## src/rtl/spi_bridge_sm.sv

```systemverilog
// SPI-frame to Avalon-MM master: a header word (rd/wr, fixed-address, start address), then one transfer per word.
// Inputs are registered once; build with ACK_TIMEOUT_EN for a per-request ack timeout with sticky err.
module spi_bridge_sm #(
    parameter int DATA_W      = 32,
    parameter int ADDR_W      = 30,
    parameter int CNT_W       = 7,
    parameter int TIMEOUT_CYC = 255
) (
    input  logic                clock,
    input  logic                nreset,
    input  logic                csn,
    input  logic [CNT_W-1:0]    bit_cnt,
    input  logic [DATA_W-1:0]   data_from_spi,
    input  logic [DATA_W-1:0]   read_data_from_avalon,
    input  logic                ack,
    output logic                read,
    output logic                write,
    output logic [DATA_W/8-1:0] byte_enable,
    output logic [ADDR_W-1:0]   address,
    output logic [DATA_W-1:0]   write_data_to_avalon,
    output logic [DATA_W-1:0]   read_data_to_spi,
    output logic                busy,
    output logic                err,
    output logic [15:0]         xfer_cnt
);
    localparam int BE_W  = DATA_W / 8;
    localparam int LSB_W = $clog2(DATA_W);

    if (TIMEOUT_CYC < 1 || TIMEOUT_CYC > 65535) begin : g_bad_timeout
        $error("spi_bridge_sm: TIMEOUT_CYC must be 1..65535");
    end
    if (CNT_W <= LSB_W || ADDR_W > DATA_W - 2) begin : g_bad_width
        $error("spi_bridge_sm: CNT_W or ADDR_W out of range");
    end

    typedef enum logic [2:0] {
        IDLE, GET_HDR, RD_REQ, RD_SHIFT, WR_WAIT, WR_REQ
    } state_t;

    // A deselected frame holds everything in reset, so csn aborts a request instantly.
    logic frame_rst_n;
    assign frame_rst_n = nreset & ~csn;

    logic              ack_q;
    logic [CNT_W-1:0]  bit_cnt_q, bit_cnt_prev_q;
    logic [DATA_W-1:0] spi_dat_q, avl_dat_q;

    always_ff @(posedge clock or negedge frame_rst_n) begin
        if (!frame_rst_n) begin
            ack_q          <= 1'b0;
            bit_cnt_q      <= '0;
            bit_cnt_prev_q <= '0;
            spi_dat_q      <= '0;
            avl_dat_q      <= '0;
        end else begin
            ack_q          <= ack;
            bit_cnt_q      <= bit_cnt;
            bit_cnt_prev_q <= bit_cnt_q;
            spi_dat_q      <= data_from_spi;
            avl_dat_q      <= read_data_from_avalon;
        end
    end

    logic word_bnd;
    assign word_bnd = (bit_cnt_q != bit_cnt_prev_q) && (bit_cnt_q != '0)
                      && (bit_cnt_q[LSB_W-1:0] == '0);

    logic [DATA_W-1:0] wr_swap;
    always_comb begin
        wr_swap = '0;
        for (int b = 0; b < BE_W; b++) begin
            wr_swap[8*(BE_W-1-b) +: 8] = spi_dat_q[8*b +: 8];
        end
    end

    state_t            state_q, state_d;
    logic [ADDR_W-1:0] addr_q, addr_d, addr_next;
    logic              fixed_q, fixed_d;
    logic [DATA_W-1:0] wdata_q, wdata_d;
    logic [DATA_W-1:0] rdata_q, rdata_d;
    logic [15:0]       xfer_q, xfer_d;
    logic              in_req;
    logic              tmo;

    assign in_req    = (state_q == RD_REQ) || (state_q == WR_REQ);
    assign addr_next = fixed_q ? addr_q : addr_q + ADDR_W'(BE_W);

    always_comb begin
        state_d = state_q;
        addr_d  = addr_q;
        fixed_d = fixed_q;
        wdata_d = wdata_q;
        rdata_d = rdata_q;
        xfer_d  = xfer_q;
        unique case (state_q)
            IDLE: state_d = GET_HDR;
            GET_HDR: begin
                if (word_bnd) begin
                    addr_d  = spi_dat_q[ADDR_W-1:0];
                    fixed_d = spi_dat_q[DATA_W-2];
                    state_d = spi_dat_q[DATA_W-1] ? RD_REQ : WR_WAIT;
                end
            end
            RD_REQ: begin
                if (ack_q) begin
                    rdata_d = avl_dat_q;
                    state_d = RD_SHIFT;
                    if (xfer_q != 16'hFFFF) xfer_d = xfer_q + 16'd1;
                end else if (tmo) begin
                    rdata_d = '1;
                    state_d = RD_SHIFT;
                end
            end
            RD_SHIFT: begin
                if (word_bnd) begin
                    addr_d  = addr_next;
                    state_d = RD_REQ;
                end
            end
            WR_WAIT: begin
                if (word_bnd) begin
                    wdata_d = wr_swap;
                    state_d = WR_REQ;
                end
            end
            WR_REQ: begin
                if (ack_q || tmo) begin
                    addr_d  = addr_next;
                    state_d = WR_WAIT;
                    if (ack_q && xfer_q != 16'hFFFF) xfer_d = xfer_q + 16'd1;
                end
            end
            default: state_d = IDLE;
        endcase
    end

    always_ff @(posedge clock or negedge frame_rst_n) begin
        if (!frame_rst_n) begin
            state_q <= IDLE;
            addr_q  <= '0;
            fixed_q <= 1'b0;
            wdata_q <= '0;
            rdata_q <= '0;
            xfer_q  <= '0;
        end else begin
            state_q <= state_d;
            addr_q  <= addr_d;
            fixed_q <= fixed_d;
            wdata_q <= wdata_d;
            rdata_q <= rdata_d;
            xfer_q  <= xfer_d;
        end
    end

`ifdef ACK_TIMEOUT_EN
    // Counts cycles spent in the current request; restarts at 0 on every entry.
    logic [15:0] tmo_cnt_q, tmo_cnt_d;
    logic        err_q, err_d;

    assign tmo = in_req && !ack_q && (tmo_cnt_q == 16'(TIMEOUT_CYC - 1));

    always_comb begin
        tmo_cnt_d = '0;
        err_d     = err_q | tmo;
        if (in_req && (state_d == state_q)) tmo_cnt_d = tmo_cnt_q + 16'd1;
    end

    always_ff @(posedge clock or negedge frame_rst_n) begin
        if (!frame_rst_n) begin
            tmo_cnt_q <= '0;
            err_q     <= 1'b0;
        end else begin
            tmo_cnt_q <= tmo_cnt_d;
            err_q     <= err_d;
        end
    end

    assign err = err_q;
`else
    assign tmo = 1'b0;
    assign err = 1'b0;
`endif

    assign read                 = (state_q == RD_REQ);
    assign write                = (state_q == WR_REQ);
    assign busy                 = in_req;
    assign byte_enable          = {BE_W{in_req}};
    assign address              = addr_q;
    assign write_data_to_avalon = wdata_q;
    assign read_data_to_spi     = rdata_q;
    assign xfer_cnt             = xfer_q;
endmodule

```

## config.mk

```make
export PLATFORM = sky130hd
export DESIGN_NAME = spi_bridge_sm
export DESIGN_NICKNAME = d
export VERILOG_FILES = /design/src/rtl/spi_bridge_sm.sv
export SDC_FILE = /design/constraint.sdc
export NUM_CORES = 1
export LEC_CHECK = 0
export CORE_ASPECT_RATIO = 0.75
export CORE_MARGIN = 5
export CORE_UTILIZATION = 40
export CTS_CLUSTER_SIZE = 28
export DETAILED_ROUTE_END_ITERATION = 8
export MAX_ROUTING_LAYER = met4
export PLACE_DENSITY_LB_ADDON = 0.2
export SKIP_CTS_REPAIR_TIMING = 1
export SLEW_MARGIN = 0
export SYNTH_ARGS = -nofsm -noshare
export SYNTH_HDL_FRONTEND = slang
export SYNTH_SLANG_ARGS = --single-unit
```

## constraint.sdc

```tcl
create_clock -name clock -period 29.4 [get_ports clock]
set_input_delay 2.94 -clock clock [delete_from_list [all_inputs] [get_ports clock]]
set_output_delay 2.94 -clock clock [all_outputs]
set_load 0.03 [all_outputs]
```

==> impl_metrics.ini, run 1 <==
[outcome]
status = completed

[yosys]
seq_area_frac_synth = 0.6449
async_reset_ff_frac = 1.000
synth_ff_type = dfrtp_1
netlist_instances = 552
synth_edf_count = 0
netlist_area_um2 = 7488
synth.distinct_cells = 59
yosysWarnings = 0
synthesis.nets = 629
avgSynthCellArea_um2 = 13.57
ys_ff_latch = 193

[detailed_routing]
drc = 0
wl_per_cell_um = 18.80
num_vias = 5243
first_pass_iters = 5
drt_iter0_drc = 406
postRouteAntennaNets = 0
vias_per_cell = 5.275
routed_wl_um = 18690

[global_routing]
grt_overflow = 0
grt_use_total = 0.1838
grt_start_max_net_pins = 194
grt_pass1_vias = 5564
grt_pass1_wl_um = 30320
antenna_found_initial = 1

[floorplan]
rows = 43
dieHeight_um = 128.5
coreArea_um2 = 18450
die_w_um = 168.0
dieArea_um2 = 21590
start_util = 0.4058
io_pins = 193

[sta]
fmax_ghz = 0.1874
rsz0062_at_grt = false
setup_viol = 0
min_period_ns = 5.336
worst_clock_skew_ns = 0.01029
slew_headroom = 0.1050
hold_viol_final = 0
layout_worst_path_cycle_share = 0.1815
setup_tns_ns = 0
slew_violations = 0
tightest_slew_ns = 1.330

[clocking]
cts_sinks = 193
clock_latency_ns = 0.43
cts_tree = built
cts_root_buf = clkbuf_16
clk_pin_slew_ns = 0.07
cts_inserted_buffers = 17
htree_levels = 4
ctsLongestPathBuffers = 2

[setup_path]
start_kind = register
critPathSlowestCell = clkdlybuf4s50_1
max_stage_delay_ns = 0.68
critical_path_class = reg2out
worstPathArrival_ns = 2.40
endpoint_kind = primary output
worstPathCellList = nor3b_1 > or2_2 > clkdlybuf4s50_1
critPathMaxFanout = 15
worstSetupStartpoint = state_q[0]$_DFFE_PN0P_
critPathRequiredTime_ns = 26.46
reg2reg_from = state_q[2]$_DFFE_PN0P_

[hold_path]
hp-start = bit_cnt_q[6]$_DFF_PN0_
min_path_type = reg2reg

[finish]
syn_to_final_growth_pct = 36.02
finalNonFillerCells = 994
final_common_cell = dfrtp_1
final_nets = 811
layout-drive-gt1-share = 0.1488
fin_area_um2 = 10190
final_cell_mix = dfrtp_1 (193), clkdlybuf4s50_1 (191), mux2_2 (63)

[power]
peakVddDrop_mv = 0.06002
power_density_nw_per_um2 = 94.38
leakage_nw = 4.452

[placed_design]
portBuffers = 191
place_area_um2 = 9593
dp.cells = 962
place.gp.congestion = 0.8392
dp_hpwl_um = 12780

[run]
drv_cap = 0
[final timing paths]
path,cells past startpoint,slack (ns),endpoint
worst max-delay path,3,24.06,busy
worst min-delay path,0,0.43,bit_cnt_prev_q[6]$_DFF_PN0_
worst max register to register,4,25.82,address[3]$_DFFE_PN0P_
worst min register to register,0,0.43,bit_cnt_prev_q[6]$_DFF_PN0_
max in group asynchronous,3,25.39,spi_dat_q[19]$_DFF_PN0_
min in group asynchronous,3,3.18,read_data_to_spi[2]$_DFFE_PN0P_
[cells in the mapped netlist, types with 13 or more instances]
master | n | area (um2)
a21oi_1 | 14 | 70.07
a2bb2oi_1 | 17 | 148.9
clkbuf_1 | 14 | 52.55
dfrtp_1 | 193 | 4830
mux2_2 | 63 | 709.4
nand2_1 | 24 | 90.09
nand3_1 | 19 | 95.09
nand4_1 | 14 | 87.58
nor2_1 | 13 | 48.80
o21ai_0 | 14 | 70.07
o22ai_1 | 13 | 81.33
xnor2_1 | 19 | 166.4
[sequential cells by signal, indices dropped and copies added (netlist names)]
name	count
ack_q	1
address	30
avl_dat_q	32
bit_cnt_prev_q	7
bit_cnt_q	7
fixed_q	1
read_data_to_spi	32
spi_dat_q	32
state_q	3
write_data_to_avalon	32
xfer_cnt	16
[worst max-delay path: cells and delay by family, from the launching register on]
kind / cells / cell delay (ns)
DFF: 1 / 0.57
buffers and inverters: 1 / 0.68
and+or+nand+nor: 2 / 0.72
[final cells by class]
| cell class | count | area, um2 |
|---|---|---|
| repair buffers | 196 | 1962 |
| multi-input cells | 315 | 2451 |
| flip-flops and latches | 193 | 4830 |
| clock inverters | 14 | 165.2 |
| clock buffers | 17 | 425.4 |
| well taps | 247 | 309.0 |
| diodes | 1 | 2.502 |
| fillers | 1495 | 8268 |
| inverters | 11 | 41.29 |
[report_power, final]
part,switching [mW],internal (mW),total (mW)
sequential,0.0582,0.318,0.376
clock,0.112,0.114,0.226
combinational,0.206,0.153,0.359
[metrics by stage]
stage | worst slack (ns) | utilization | total power [mW] | hold WS [ns]
2_1_floorplan | 14.20 | - | 0.5921 | 0.3850
3_3_place_gp | 24.53 | 0.5198 | 0.7306 | 0.4082
3_5_place_dp | 24.49 | 0.5198 | 0.7387 | 0.4141
4_1_cts | 24.02 | 0.5518 | 0.9696 | 0.4350
5_1_grt | 23.89 | 0.5520 | 1.012 | 0.4433
6_report | 24.06 | 0.5520 | 0.9614 | 0.4254
[kinds of logic (layout without fill, tap and decap cells)]
family,Yosys count,count (layout),synth area share
multiplexers,69,69,0.1038
flip-flops,193,193,0.6449
other,1,2,0.0005008
AND/OR/NAND/NOR,111,111,0.08588
AO/OA/AOI/OAI,109,109,0.1059
adder cells (fa/ha/maj),2,2,0.003341
XOR/XNOR,23,23,0.02690
buffers and inverters,44,238,0.02874
[routing by layer]
layer / vias up / GRT usage / wire length, um
met2: 218 / 0.2538 / 8026
met5: - / - / 0
li1: 2390 / - / -
met1: 2617 / 0.2557 / 8771
met4: 0 / 0.05153 / 287
met3: 18 / 0.06757 / 1603
No activity file was read; power rests on OpenSTA's default activity.
==> run 2: changes to the inputs <==
- clock period: 29.4 -> 5.2 ns (I/O delays scaled with it)
==> run 2 against run 1 <==
First-iteration DRC count increased by 2.5%. Global-route usage decreased by 0.26 points. Critical path depth increased by 3. Flip-flop and latch count unchanged. Power increased to 5.7 times the previous value. Sequential share of layout area about the same. Clock skew increased by 0.0043 ns. Sequential power increased to 5.6 times the previous value. Wire length decreased by 0.13%. Critical path type is now reg2reg. Critical endpoint is now address[3]$_DFFE_PN0P_.
==> impl_metrics.ini, run 2 (synthesis gave the netlist of run 1 again) <==
[outcome]
status = completed

[finish]
fin_util = 0.5519
syn_to_final_growth_pct = 36.01
fin_area_um2 = 10180
final_cell_mix = dfrtp_1 (193), clkdlybuf4s50_1 (191), mux2_2 (63)
layout-drive-gt1-share = 0.1488
final_nets = 811
antenna_cells = 0
final_common_cell = dfrtp_1
finalNonFillerCells = 993

[placed_design]
place.gp.congestion = 0.8940
dp_hpwl_um = 13050
dp.cells = 962
place_area_um2 = 9593
post-place-ws_ns = 1.875
portBuffers = 191

[clocking]
cts_inserted_buffers = 17
cts_sinks = 193
clk_pin_slew_ns = 0.07
cts_tree = built
htree_levels = 4
clock_latency_ns = 0.44
ctsLongestPathBuffers = 2
cts_root_buf = clkbuf_16

[sta]
min_period_ns = 3.379
worst_clock_skew_ns = 0.01455
hold_ws_ns = 0.4151
setup_tns_ns = 0
hold_viol_final = 0
slew_violations = 0
fin_ws_ns = 1.821
tightest_slew_ns = 1.254
layout_worst_path_cycle_share = 0.6498
fmax_ghz = 0.2959
slew_headroom = 0.1566
rsz0062_at_grt = false
setup_viol = 0

[global_routing]
antenna_found_initial = 0
grt_pass1_vias = 5495
grt_use_total = 0.1813
grt_start_max_net_pins = 194
grt_overflow = 0
grt_pass1_wl_um = 29990

[run]
drv_cap = 0

[detailed_routing]
wl_per_cell_um = 18.80
routed_wl_um = 18660
first_pass_iters = 4
num_vias = 5214
drt_iter0_drc = 416
drc = 0
vias_per_cell = 5.251
postRouteAntennaNets = 0

[power]
p_total_mw = 5.444
leakage_nw = 4.456
power_density_nw_per_um2 = 534.5
peakVddDrop_mv = 0.4099

[floorplan]
start_util = 0.4058
die_w_um = 168.0
rows = 43
dieHeight_um = 128.5
dieArea_um2 = 21590
coreArea_um2 = 18450
io_pins = 193

[setup_path]
critical_path_class = reg2reg
start_kind = register
worstPathArrival_ns = 3.69
critPathMaxFanout = 23
endpoint_kind = register
critPathRequiredTime_ns = 5.51

[hold_path]
min_path_type = reg2reg
## run 2: cell types whose count changed in the layout (fill, tap and decap cells not counted)
cell | previous run | this run
clkinvlp_4 | 2 | 1
clkinv_8 | 5 | 4
diode_2 | 1 | 0
inv_12 | 0 | 1
clkinv_4 | 1 | 2
## run 2: worst paths after layout
path / end / slack, ns / cells after the start / from
setup / recovery: address[3]$_DFFE_PN0P_ / 1.82 / 6 / bit_cnt_q[0]$_DFF_PN0_
hold reg to reg: bit_cnt_prev_q[2]$_DFF_PN0_ / 0.42 / 0 / bit_cnt_q[2]$_DFF_PN0_
max in group asynchronous: address[8]$_DFFE_PN0P_ / 3.59 / 3 / nreset
min in group asynchronous: avl_dat_q[8]$_DFF_PN0_ / 0.67 / 3 / csn
setup reg to reg: address[3]$_DFFE_PN0P_ / 1.82 / 6 / bit_cnt_q[0]$_DFF_PN0_
hold / removal: bit_cnt_prev_q[2]$_DFF_PN0_ / 0.42 / 0 / bit_cnt_q[2]$_DFF_PN0_
## run 2: area by class of cell
class | count | area, um2
clock buffers | 17 | 425.4
clock inverters | 14 | 166.4
fillers | 1532 | 8269
inverters | 11 | 41.29
multi-input cells | 315 | 2451
flip-flops and latches | 193 | 4830
well taps | 247 | 309.0
repair buffers | 196 | 1962
## run 2: critical path, stage by stage (launching register included)
cell and delay (ns):
dfrtp_1 0.41, or4_1 0.58, nor3_4 0.20, o211ai_2 0.45, a21oi_1 0.93, buf_4 0.33, mux2_2 0.34
## run 2: per-layer routing
layer  global-route usage  routed length (um)  vias up
met2               0.2618                8311      206
met3              0.07801                2026       14
met4              0.04485                 161        0
li1                     -                   -     2391
met5                    -                   0        -
met1               0.2375                8165     2603
## run 2: where the power goes
| part | switching (mW) | total [mW] | internal, mW |
|---|---|---|---|
| Clock | 0.642 | 1.29 | 0.648 |
| Sequential | 0.321 | 2.12 | 1.80 |
| Combinational | 1.17 | 2.03 | 0.867 |
| Total | 2.13 | 5.44 | 3.31 |
==> run 3: changes to the inputs <==
- clock period: 5.2 -> 3.2 ns (I/O delays scaled with it)
==> run 3 against run 2 <==
Worst setup slack got worse by 1.3 ns. Combinational power increased by 64%. Count of clock-buffer cells in the layout grew 3. Highest routed layer unchanged. Cell count increased by 1.0%. Power rose by 63%. Utilization rose by 0.34 points. Largest power group unchanged. Clock power rose by 63%. Sequential power increased by 63%.
==> impl_metrics.ini, run 3 (synthesis gave the netlist of run 1 again) <==
[global_routing]
antenna_found_initial = 0
grt_overflow = 0
grt_start_max_net_pins = 82
grt_pass1_wl_um = 29810
grt_use_total = 0.1806
grt_pass1_vias = 5455

[outcome]
status = completed

[power]
peakVddDrop_mv = 0.6046
p_seq_frac = 0.388
combPwrFrac = 0.375
p_switching_mw = 3.387
internal_power_mw = 5.494
power_density_nw_per_um2 = 866.6
power_frac_clock = 0.237
leakage_nw = 4.493
swShare = 0.3814

[clocking]
cts_sinks = 193
cts_inserted_buffers = 17
clock_latency_ns = 0.43
htree_levels = 4
clk_pin_slew_ns = 0.07
cts_tree = built
cts_root_buf = clkbuf_16
ctsLongestPathBuffers = 2

[sta]
rsz0062_at_grt = false
tightest_slew_ns = 0.8918
slew_headroom = 0.4005
slew_violations = 0
min_period_ns = 2.724
fmax_ghz = 0.3671
hold_viol_final = 0
layout_worst_path_cycle_share = 0.8513
setup_viol = 0
worst_clock_skew_ns = 0.01180

[detailed_routing]
drt_iter0_drc = 331
vias_per_cell = 5.210
first_pass_iters = 5
wl_per_cell_um = 18.29
drc = 0
postRouteAntennaNets = 0
routed_wl_um = 18340
num_vias = 5226

[setup_path]
endpoint_kind = primary output
worstPathArrival_ns = 2.40
critPathMaxFanout = 15
critical_path_class = reg2out
critPathRequiredTime_ns = 2.88
start_kind = register

[finish]
fin_util = 0.5553
fill_cells = 1553
final_cell_mix = dfrtp_1 (193), clkdlybuf4s50_1 (191), mux2_2 (63)
final_common_cell = dfrtp_1
antenna_cells = 0
layout-drive-gt1-share = 0.1574
regArea_um2 = 4830
fin_area_um2 = 10250
multi_input_area_um2 = 2451
syn_to_final_growth_pct = 36.84
final_nets = 820

[placed_design]
place_area_um2 = 9661
dp_hpwl_um = 13200
place.gp.congestion = 0.8672
portBuffers = 191

[floorplan]
dieHeight_um = 128.5
die_w_um = 168.0
io_pins = 193
rows = 43
coreArea_um2 = 18450
start_util = 0.4058
dieArea_um2 = 21590

[run]
drv_cap = 0

[hold_path]
min_path_type = in2reg
-- run 3: cell types whose count changed in the layout (fill, tap and decap cells not counted), sizes merged --
cell,change
clkinv,-5
clkinvlp,+2
clkbuf,+3
buf,+9
bufinv,+1
-- run 3: area by class of cell --
class	instances	area share
clock buffers	20	0.04359
repair buffers	205	0.1980
multi-input cells	315	0.2392
well taps	247	0.03016
flip-flops and latches	193	0.4713
inverters	11	0.004029
clock inverters	12	0.01368
-- run 3: worst max-delay path, stage by stage, from the launching register on --
cell and delay (ns):
dfrtp_1 0.56, nor3b_1 0.50, or2_2 0.24, clkdlybuf4s50_1 0.68
-- run 3: final timing paths --
check | end | cells after the start | slack, ns | from
max reg2reg | address[18]$_DFFE_PN0P_ | 6 | 0.76 | address[3]$_DFFE_PN0P_
max | byte_enable[2] | 3 | 0.48 | state_q[0]$_DFFE_PN0P_
max in group asynchronous | write_data_to_avalon[17]$_DFFE_PN0P_ | 3 | 1.93 | nreset
min | avl_dat_q[3]$_DFF_PN0_ | 1 | 0.32 | read_data_from_avalon[3]
min in group asynchronous | read_data_to_spi[6]$_DFFE_PN0P_ | 3 | 0.46 | csn
min reg2reg | bit_cnt_prev_q[0]$_DFF_PN0_ | 0 | 0.41 | bit_cnt_q[0]$_DFF_PN0_
-- run 3: power by group through the flow --
stage	clock network [mW]	registers [mW]	logic, mW
6_report	2.10	3.45	3.33
5_1_grt	2.27	3.54	3.56
4_1_cts	2.16	3.45	3.36
3_5_place_dp	0	3.48	3.35
3_3_place_gp	0	3.45	3.31
2_1_floorplan	0	4.15	1.29
-- run 3: layer usage --
layer	vias to the layer above	global-route usage	part of all wire
met1	2569	0.2402	0.45
met2	220	0.2542	0.43
li1	2418	-	-
met4	0	0.04866	0.013
met3	19	0.07832	0.11
met5	-	-	0
-- run 3: per-stage QoR --
stage | hold WS, ns | instances | setup WS (ns) | power (mW) | TNS [ns]
2_1_floorplan | 0.3514 | 552 | -0.9864 | 5.440 | -190.37
3_3_place_gp | 0.3891 | 971 | 0.7875 | 6.762 | 0
3_5_place_dp | 0.3971 | 971 | 0.7715 | 6.822 | 0
4_1_cts | 0.2978 | 1003 | 0.4150 | 8.964 | 0
5_1_grt | 0.2900 | 1003 | 0.3273 | 9.363 | 0
6_report | 0.3180 | 1003 | 0.4758 | 8.881 | 0
